### src/rtl/lut_neuron_pkg.sv
// lut_neuron_pkg: shared sizing constants and loader state type for the LUT neuron table loader
//   DEF_*   default neuron geometry
//   NBEATS  config beats per full table load
//   CFG_W   config beat width in bits
package lut_neuron_pkg;
    localparam int DEF_IN_BITS      = 6;
    localparam int DEF_OUT_BITS     = 2;
    localparam int DEF_BEAT_ENTRIES = 4;
    localparam int NBEATS           = (2 ** DEF_IN_BITS) / DEF_BEAT_ENTRIES;
    localparam int CFG_W            = DEF_OUT_BITS * DEF_BEAT_ENTRIES;
    typedef enum logic [1:0] {IDLE, LOAD, ARMED} ldr_state_e;
endpackage

### src/rtl/lut_neuron_ram.sv
// lut_neuron_ram: 2**IN_BITS x OUT_BITS distributed RAM, beat-wide write, one synchronous read
//   clk    clock
//   we     write one beat (BEAT_ENTRIES consecutive entries)
//   waddr  beat index
//   wdata  packed entries, entry k at [k*OUT_BITS +: OUT_BITS]
//   re     read enable
//   raddr  entry address
//   rdata  registered read data
module lut_neuron_ram #(
    parameter int IN_BITS      = 6,
    parameter int OUT_BITS     = 2,
    parameter int BEAT_ENTRIES = 4
) (
    input  logic                                    clk,
    input  logic                                    we,
    input  logic [IN_BITS-$clog2(BEAT_ENTRIES)-1:0] waddr,
    input  logic [OUT_BITS*BEAT_ENTRIES-1:0]        wdata,
    input  logic                                    re,
    input  logic [IN_BITS-1:0]                      raddr,
    output logic [OUT_BITS-1:0]                     rdata
);
    logic [OUT_BITS-1:0] mem [2**IN_BITS];

    always_ff @(posedge clk) begin
        if (we)
            for (int k = 0; k < BEAT_ENTRIES; k++)
                mem[IN_BITS'(int'(waddr) * BEAT_ENTRIES + k)] <= wdata[k*OUT_BITS +: OUT_BITS];
        if (re)
            rdata <= mem[raddr];
    end
endmodule

### src/rtl/lut_neuron_table_loader.sv
// lut_neuron_table_loader: loads a neuron truth table from a config stream and serves 1-cycle lookups
//   clk, rst_n              clock, async active-low reset
//   cfg_start               begin/restart a table load
//   cfg_valid/ready/data    config beat handshake and payload
//   cfg_last                final beat marker
//   cfg_err                 sticky framing error, cleared by cfg_start
//   tbl_ready               table loaded, lookups enabled
//   M0, m0_valid            lookup request
//   M1, m1_valid            lookup result, zero when not valid
module lut_neuron_table_loader import lut_neuron_pkg::*; #(
    parameter int IN_BITS      = DEF_IN_BITS,
    parameter int OUT_BITS     = DEF_OUT_BITS,
    parameter int BEAT_ENTRIES = DEF_BEAT_ENTRIES
) (
    input  logic                             clk,
    input  logic                             rst_n,
    input  logic                             cfg_start,
    input  logic                             cfg_valid,
    output logic                             cfg_ready,
    input  logic [OUT_BITS*BEAT_ENTRIES-1:0] cfg_data,
    input  logic                             cfg_last,
    output logic                             cfg_err,
    output logic                             tbl_ready,
    input  logic [IN_BITS-1:0]               M0,
    input  logic                             m0_valid,
    output logic [OUT_BITS-1:0]              M1,
    output logic                             m1_valid
);
    localparam int BW = IN_BITS - $clog2(BEAT_ENTRIES);

    ldr_state_e          state, state_n;
    logic [BW-1:0]       beat_cnt, beat_cnt_n;
    logic                err_n, we, re;
    logic [OUT_BITS-1:0] rdata;

    assign cfg_ready = state == LOAD;
    assign tbl_ready = state == ARMED;
    // a beat coinciding with cfg_start belongs to the aborted load and is dropped
    assign we        = cfg_ready & cfg_valid & ~cfg_start;
    assign re        = m0_valid & tbl_ready;
    assign M1        = m1_valid ? rdata : '0;

    lut_neuron_ram #(
        .IN_BITS      (IN_BITS),
        .OUT_BITS     (OUT_BITS),
        .BEAT_ENTRIES (BEAT_ENTRIES)
    ) u_ram (
        .clk   (clk),
        .we    (we),
        .waddr (beat_cnt),
        .wdata (cfg_data),
        .re    (re),
        .raddr (M0),
        .rdata (rdata)
    );

    always_ff @(posedge clk or negedge rst_n) begin
        if (!rst_n) begin
            state    <= IDLE;
            beat_cnt <= '0;
            cfg_err  <= 1'b0;
            m1_valid <= 1'b0;
        end else begin
            state    <= state_n;
            beat_cnt <= beat_cnt_n;
            cfg_err  <= err_n;
            m1_valid <= re;
        end
    end

    // beat_cnt all-ones marks the final beat of the table
    always_comb begin
        state_n    = state;
        beat_cnt_n = beat_cnt;
        err_n      = cfg_err;
        if (cfg_start) begin
            state_n    = LOAD;
            beat_cnt_n = '0;
            err_n      = 1'b0;
        end else if (we) begin
            beat_cnt_n = beat_cnt + 1'b1;
            if (&beat_cnt) begin
                state_n = cfg_last ? ARMED : IDLE;
                err_n   = ~cfg_last;
            end else if (cfg_last) begin
                state_n = IDLE;
                err_n   = 1'b1;
            end
        end
    end
endmodule

### config.mk
export PLATFORM = sky130hd
export DESIGN_NAME = lut_neuron_table_loader
export DESIGN_NICKNAME = d
export VERILOG_FILES = /design/src/rtl/lut_neuron_pkg.sv /design/src/rtl/lut_neuron_ram.sv /design/src/rtl/lut_neuron_table_loader.sv
export SDC_FILE = /design/constraint.sdc
export NUM_CORES = 1
export LEC_CHECK = 0
export ABC_CLOCK_PERIOD_IN_PS = 2000
export CAP_MARGIN = 20
export CORE_AREA = 2 2 114 116
export CTS_CLUSTER_DIAMETER = 60
export DETAILED_ROUTE_END_ITERATION = 10
export DIE_AREA = 0 0 116 118
export PLACE_DENSITY = 0.71
export SYNTH_ARGS = -nofsm -noshare
export SYNTH_HDL_FRONTEND = slang
export SYNTH_SLANG_ARGS = --single-unit
export TNS_END_PERCENT = 50
### constraint.sdc
create_clock -name clk -period 2 [get_ports clk]
set_input_delay 0.4 -clock clk [delete_from_list [all_inputs] [get_ports clk]]
set_output_delay 0.4 -clock clk [all_outputs]
set_load 0.01 [all_outputs]
Word-level counts from Yosys, hierarchy flattened

Memories as Yosys holds them, arrays and structs flattened. A register that Yosys moved wholly into a read port is not among the register bits.
Index checks and enable logic that the tools add are counted.

$add $sub $neg: 4
Multiply operators: 0
Div/mod/pow operators: 0
Order comparisons: 0
Equality and inequality tests: 2
Shift-type cells: 0
Muxes and demuxes: 14
Bitwise logic cells: 5
Reduce and logical (&&, ||, !) cells: 4

Operators with widths:

| cell                                                                  | number |
|---|---|
| 6-bit by 2-bit adder with 6-bit output, second input constant         | 2 |
| 2-bit 2-to-1 mux                                                      | 6 |
| 4-bit 2-to-1 mux                                                      | 2 |
| 6-bit by 1-bit adder with 6-bit output, second input constant         | 1 |
| 1-bit 2-to-1 mux                                                      | 6 |
| 4-bit by 1-bit adder with 4-bit output, second input constant         | 1 |
| 4-bit AND reduction                                                   | 1 |
| 1-bit AND                                                             | 3 |
| 3-bit nonzero test                                                    | 1 |
| 2-bit by 1-bit equality test with 1-bit output, second input constant | 1 |
| 2-bit equality test, second input constant                            | 1 |
| 1-bit NOT                                                             | 2 |
| 2-bit AND reduction                                                   | 1 |
| 2-bit nonzero test                                                    | 1 |

Register bits: 8
Bits in latches: 0
RAM bits: 128
ROM bits: 0
Bits of input ports: 20
Word-level logic and storage cells: 34
Memories: 1

Memory list:

| memory    | words | width | rd ports | clocked after Yosys merged registers in | write ports | line                 | source |
|---|---|---|---|---|---|---|---|
| u_ram.mem | 64    | 2     | 1        | 1                                       | 4           | lut_neuron_ram.sv:22 | `logic [OUT_BITS-1:0] mem [2**IN_BITS];` |

Longest topological paths before layout

Depth in word-level cells: 5
Mapped depth: 6

Hierarchy

A second synthesis with hierarchy kept.

Cells, all modules: 290
Area total of the unflattened synthesis: 5551.6 sq um

By module, submodules not included:

| module                  | times used | cells an instance | area each (sq um) |
|---|---|---|---|
| lut_neuron_ram          | 1          | 250               | 5148.7 |
| lut_neuron_table_loader | 1          | 40                | 402.9 |

Worst setup path after synthesis

No wires, ideal clock.

Path kind: input-to-reg
Start: input port cfg_start
End: memory u_ram.mem[0][0], enable pin
Arrival: 1536 ps
Slack: 81 ps
Cell stages on the path: 4
Path buffers: 1
Path through: clkbuf_1 > nor3_1 > nand2b_1 > nor3_1

RTL lines:

| element     | line                          | source |
|---|---|---|
| from (decl) | lut_neuron_table_loader.sv:17 | `input logic cfg_start,` |
| to (decl)   | lut_neuron_ram.sv:22          |  |

Worst setup path after layout

Start: register state[1]
End: output port tbl_ready

Longest elaborated chain between the ends: 1

Ends and longest elaborated chain:

| element                | line                          | source |
|---|---|---|
| from (decl)            | lut_neuron_table_loader.sv:31 | `ldr_state_e state, state_n;` |
| from (signal assigned) | lut_neuron_table_loader.sv:64 | `state <= state_n;` |
| 2-bit equality test    | lut_neuron_table_loader.sv:37 | `assign tbl_ready = state == ARMED;` |
| to (decl)              | lut_neuron_table_loader.sv:23 | `output logic tbl_ready,` |

No other way between the ends.

==> results by group <==
Run status
  – Status: finished clean

Pwr
  – P_leak: about 2.3 nW
  – Maximum VDD drop: roughly 0.6 mV
  – Pwr/cell area: between 900 and 1000 nW/µm²

STA
  – Final slew viol count: 0
  – Worst clock skew: between 0.007 and 0.008 ns
  – Worst-Margin Slew: between 0.3 and 0.4 ns
  – Final setup vio count: 0
  – Fmax: a little over 500 MHz
  – Slew margin rel.: approximately three quarters
  – Final worst path period share: between 90% and 100%
  – Hold slack: about 0.26 ns
  – Crit path time final: 1.93 ns
  – Final hold violation count: 0

Place
  – Detailed Place HPWL: roughly 6800 µm
  – RD Place Congestion: between 0.7 and 0.8
  – Port Buffers: 25
  – Inst Count DP: about 500

Worst setup path
  – CP Launch Type: flip-flop
  – CP arrival: between 1.5 and 2 ns
  – CP Max Fanout: 5
  – Slowest-stage cell, CP: clkdlybuf4s50_1
  – Slowest stage delay, CP: approximately 0.54 ns
  – Family with the most delay on the worst path: buffers and inverters
  – Critical path data required time: 1.60 ns
  – Worst reg2reg setup slack: around 0.24 ns
  – Buf/Inv on CP: 1
  – R2r startpoint: u_ram.mem[7][1]$_DFFE_PP_
  – Crit path cell chain: nor2b_2, clkdlybuf4s50_1
  – Critical Path Source: state[1]$_DFFE_PN0P_
  – WS Path Type: reg -> out
  – CP Capture Type: output port

Drt
  – DRT Wirelength: 10600 µm
  – Vias: approximately 2900
  – Initial DRT Pass Iterations: 4
  – Via density: roughly 5.4
  – DRC: 0
  – Post-route ant nets: 0
  – Average wire per standard cell: around 20 µm
  – 1st-iter DRT viols: around 260

Synthesis
  – Top-count cell post-synth: edfxtp_1
  – Ys Warns: 0
  – Synth cell count leaders: edfxtp_1, mux4_2, nor2_1
  – Cell variety after synth: 33
  – Main synth FF type: edfxtp_1
  – Asr flop ratio synth: slightly below 6%
  – Seq/Total Area, Yosys: 75.1%
  – Flops & latches, synth: 138
  – Area leader, netlist: edfxtp_1
  – Synth Area per Inst: 20.0 µm²
  – EDFF count, synth: 130
  – Gate Count Post-Synth: 273
  – Mapped Area: approximately 5500 µm²
  – Ranking of synthesized cells by area: edfxtp_1, mux4_2, dfrtp_1, mux2_2, nor2_1
  – Post-Syn Nets: roughly 290
  – Yosys top cell area share: slightly above 70%

Clock network
  – Clock-pin slew on the worst setup and hold paths: around 0.060 ns
  – Root buf cell: clkbuf_16
  – Sink Count: ~140
  – Max clock buf depth: 2
  – CTS Buf Count: 17
  – CTS tree: built
  – Max H-tree Level: 4
  – Worst skew pair latency: approximately 0.41 ns
  – Post-CTS Setup Bufs: 0

Worst hold path
  – Hold Crit Class: in -> async

Floorplan
  – Rows: between 40 and 50
  – Core area: ~12000 µm²
  – Initial Util: approximately 44%
  – DIE HEIGHT: approximately 120 µm
  – Die area: between 10000 and 15000 µm²
  – # IOs: 26
  – Die width: about 120 µm

Layout
  – Layout cells sized above 1: between 30% and 40%
  – Fin cells: 529
  – Nets: ~370
  – Utilization after layout: between 50 and 60%
  – Layout Area Growth over Synthesis: 24.2%
  – Antenna cell count: 0

GRT
  – Vias in the first global route: between 3000 and 4000
  – Global-route wire length before repair: about 17000 µm
  – Antenna violations before repair: 0
  – Largest net degree at the start of global routing: 17
  – Total global-route track usage: between 10% and 20%
  – Grt ovf: 0

Job
  – Max-cap violation count: 0
-- per-stage QoR --
stage / cell area, µm² / setup WS [ns] / setup TNS (ns) / power (mW)
after floorplan: 5460 / 0.0807 / 0 / 3.44
after global placement: 6180 / -0.462 / -4.90 / 3.62
after detailed placement: 6180 / -0.475 / -12.90 / 3.62
after CTS: 6780 / 0.0509 / 0 / 6.67
after global routing: 6790 / -0.00635 / -0.00635 / 6.83
final: 6790 / 0.0721 / 0 / 6.62
-- placed cells by master, fill, tap and decap left out, drive strengths merged, types with 2 or more instances in the layout --
cell           count
edfxtp           130
buf               41
mux4              32
clkdlybuf4s50     22
nor2              20
clkbuf            18
clkinv             9
mux2               8
o22ai              8
dfrtp              8
nand2              6
nand2b             6
nor3               5
nor2b              4
a21oi              3
nand3              3
and3               3
and2               3
bufinv             3
or3b               2
a211o              2
a22oi              2
o221ai             2
nand3b             2
xor2               2
a31oi              2
clkinvlp           2
-- cells by family after synthesis --
family                     count (synthesis)  synth area share [%]
adders and majority gates                  1                 0.229
DFF                                      138                  75.1
AOI/OAI and AO/OA                         21                  2.59
and+or+nand+nor                           57                  5.34
xor gates and xnor gates                   3                 0.481
muxes                                     40                  14.8
buffers and inverters                     13                  1.42
-- path summary, 6_finish.rpt --
check | cells past startpoint | end
worst max-delay path | 2 | tbl_ready
worst min-delay path | 1 | state[0]$_DFFE_PN0P_
worst max register to register | 4 | u_ram.rdata[1]$_DFFE_PP_
worst min register to register | 2 | state[1]$_DFFE_PN0P_
max in group asynchronous | 1 | beat_cnt[0]$_DFFE_PN0P_
min in group clk | 2 | state[1]$_DFFE_PN0P_
-- what timing repair did --
| action | in CTS | in global routing |
|---|---|---|
| hold buffers | 0 | 0 |
| gates resized for setup | 3 | 3 |
| pin swaps | 0 | 0 |
| endpoints found under the setup margin | 1 | 9 |
-- power by group --
group / switching, mW / internal [mW] / total (mW)
logic: 0.178 / 0.182 / 0.360
registers: 0.0160 / 3.19 / 3.20
clock network: 1.11 / 1.94 / 3.05
total: 1.31 / 5.31 / 6.62
-- area by class of cell --
cell class | instances | area, µm²
tap | 172 | 215
clock inverter | 14 | 155
timing repair buffer | 65 | 592
multi-input combinational | 122 | 1290
clock buffer | 18 | 429
sequential | 138 | 4100
fill | 977 | 5630
-- layer usage --
metal	routed length, µm	GRT usage, %	up-vias	share of wire, %
met3	552	5.05	21	5.2
met5	0	0	-	0
met1	4350	21.9	1473	41
met2	5480	27.3	98	51
li1	-	-	1264	-
met4	267	8.18	0	2.5
-- sequential cells by signal, indices dropped and copies added, names as in the netlist --
name	count
cfg_err	1
u_ram.rdata	2
m1_valid	1
state	2
beat_cnt	4
u_ram.mem	128
Power figures use the tool's default switching activity.
==> RTL edit: new RTL, same flow settings <==
Change the package constant `DEF_BEAT_ENTRIES` from 4 to 2.
--- a/src/rtl/lut_neuron_pkg.sv
+++ b/src/rtl/lut_neuron_pkg.sv
@@ -6,5 +6,5 @@
     localparam int DEF_IN_BITS      = 6;
     localparam int DEF_OUT_BITS     = 2;
-    localparam int DEF_BEAT_ENTRIES = 4;
+    localparam int DEF_BEAT_ENTRIES = 2;
     localparam int NBEATS           = (2 ** DEF_IN_BITS) / DEF_BEAT_ENTRIES;
     localparam int CFG_W            = DEF_OUT_BITS * DEF_BEAT_ENTRIES;
Interface: changed (resized cfg_data); port bits go from 26 to 22. The function was not compared with the original's and may differ.
==> RTL edit against the original RTL <==
  * The flow now finishes with violations (negative setup slack)
  * Wire length decreased by 0.23%
  * Area after synthesis increased by 3.6%
  * Register-to-register slack worse by 0.27 ns
  * Global-route usage up 0.54 points
  * Worst setup slack worse by 0.097 ns
  * Final area up 3.5%
  * Sequential power about the same
  * Worst hold slack better by 0.023 ns
  * Clock skew up 0.011 ns
  * Die area unchanged
  * Total power shrank 0.18%
  * Sequential cell count grew 1
  * Largest cell class unchanged
==> RTL edit: results (changes against the original RTL) <==
Finish
  – #MultiIn Comb: 147 (was 122)
  – Non-filler cells, final: 572 (was 529)
  – Multi-input gate area: 1430 sq um (was 1290 sq um)
  – Top flop regs: u_ram.mem: 128 flops, beat_cnt: 5 flops (was u_ram.mem: 128 flops, beat_cnt: 4 flops)
  – Nonclk inv count: 3 (was 0)
  – Fillcell total: 974 (was 977)
  – Non-CTS buffers: 79 (was 65)
  – FFs & Latches: 139 (was 138)

Run status
  – Status: finished with violations (was complete, no violations)
  – Failing checks: negative setup slack

Global routing
  – GRT Resource Usage Total: 17.8% (was 17.3%)
  – Vias in the first global route: 3222 (was 3049)
  – First-pass GRT wire length: 17600 um (was 17000 um)
  – Met3 GRT Util: 4.02% (was 5.05%)

STA
  – Setup ws final: -0.0252 ns (was 0.0721 ns)
  – Hold slack: 0.285 ns (was 0.262 ns)
  – Final setup violation count: 2 (was 0)

Yosys
  – Share of the yosys chip area belonging to registers: 73.0% (was 75.1%)
  – Area contributors post-synth: edfxtp_1 69%, mux4_2 11%, dfrtp_1 4.0% (was edfxtp_1 71%, mux4_2 13%, dfrtp_1 3.7%)
  – Unique cell type count in the Yosys netlist: 38 (was 33)
  – Adder-cell share of the synthesized area: 1.11% (was 0.229%)
  – Compound-gate portion of the synthesized area: 2.43% (was 2.59%)
  – Avg Inst Size Synth: 18.7 sq um (was 20.0 sq um)
  – Top post-synthesis cells by count: 130 x edfxtp_1, 41 x nor2_1, 28 x mux4_2 (was 130 x edfxtp_1, 32 x mux4_2, 20 x nor2_1)

Power and ir drop
  – Switching Fraction: 19.6% (was 19.8%)
  – Max VDD drop: 566 uV (was 584 uV)
  – Comb power frac: 5.2% (was 5.4%)
  – Pwr Density: 940 nW/um^2 (was 975 nW/um^2)
  – Leak: 0.00244 uW (was 0.00227 uW)

Critical path
  – Reg-to-Reg Start: u_ram.mem[36][0] (was u_ram.mem[7][1])
  – Arr. time, crit path: 2.18 ns (was 1.53 ns)
  – CP max-delay cell: mux4_2 (was clkdlybuf4s50_1)

Place
  – Post-DP Area: 6440 sq um (was 6180 sq um)
  – Port-buffer cells: 21 (was 25)
  – DP HPWL: 6940 um (was 6780 um)

CTS
  – CTS-repair resized insts: 4 (was 3)
-- RTL edit: worst max-delay path: cells and delay by family (launching register included) --
family	cells	cell delay (ns)
multiplexers	2	0.95
flip-flops	1	0.40
AO/OA/AOI/OAI	2	0.43
-- RTL edit: how the worst max path moves through the flow --
stage | end | slack (ns) | from
2_1_floorplan | u_ram.rdata[0] | -0.19 | M0[0]
3_5_place_dp | u_ram.rdata[0] | -0.53 | M0[1]
3_3_place_gp | u_ram.rdata[0] | -0.47 | M0[1]
6_report | u_ram.rdata[0] | -0.03 | u_ram.mem[36][0]
4_1_cts | u_ram.rdata[0] | -0.04 | u_ram.mem[36][0]
5_1_grt | u_ram.rdata[0] | -0.06 | u_ram.mem[53][0]
-- RTL edit: stage by stage --
| step | TNS [ns] | setup WS, ns |
|---|---|---|
| global route | -0.103 | -0.0578 |
| CTS | -0.0628 | -0.0384 |
| global placement | -4.49 | -0.475 |
| detailed placement | -8.46 | -0.526 |
| finish | -0.0401 | -0.0252 |
| floorplan | -0.373 | -0.187 |
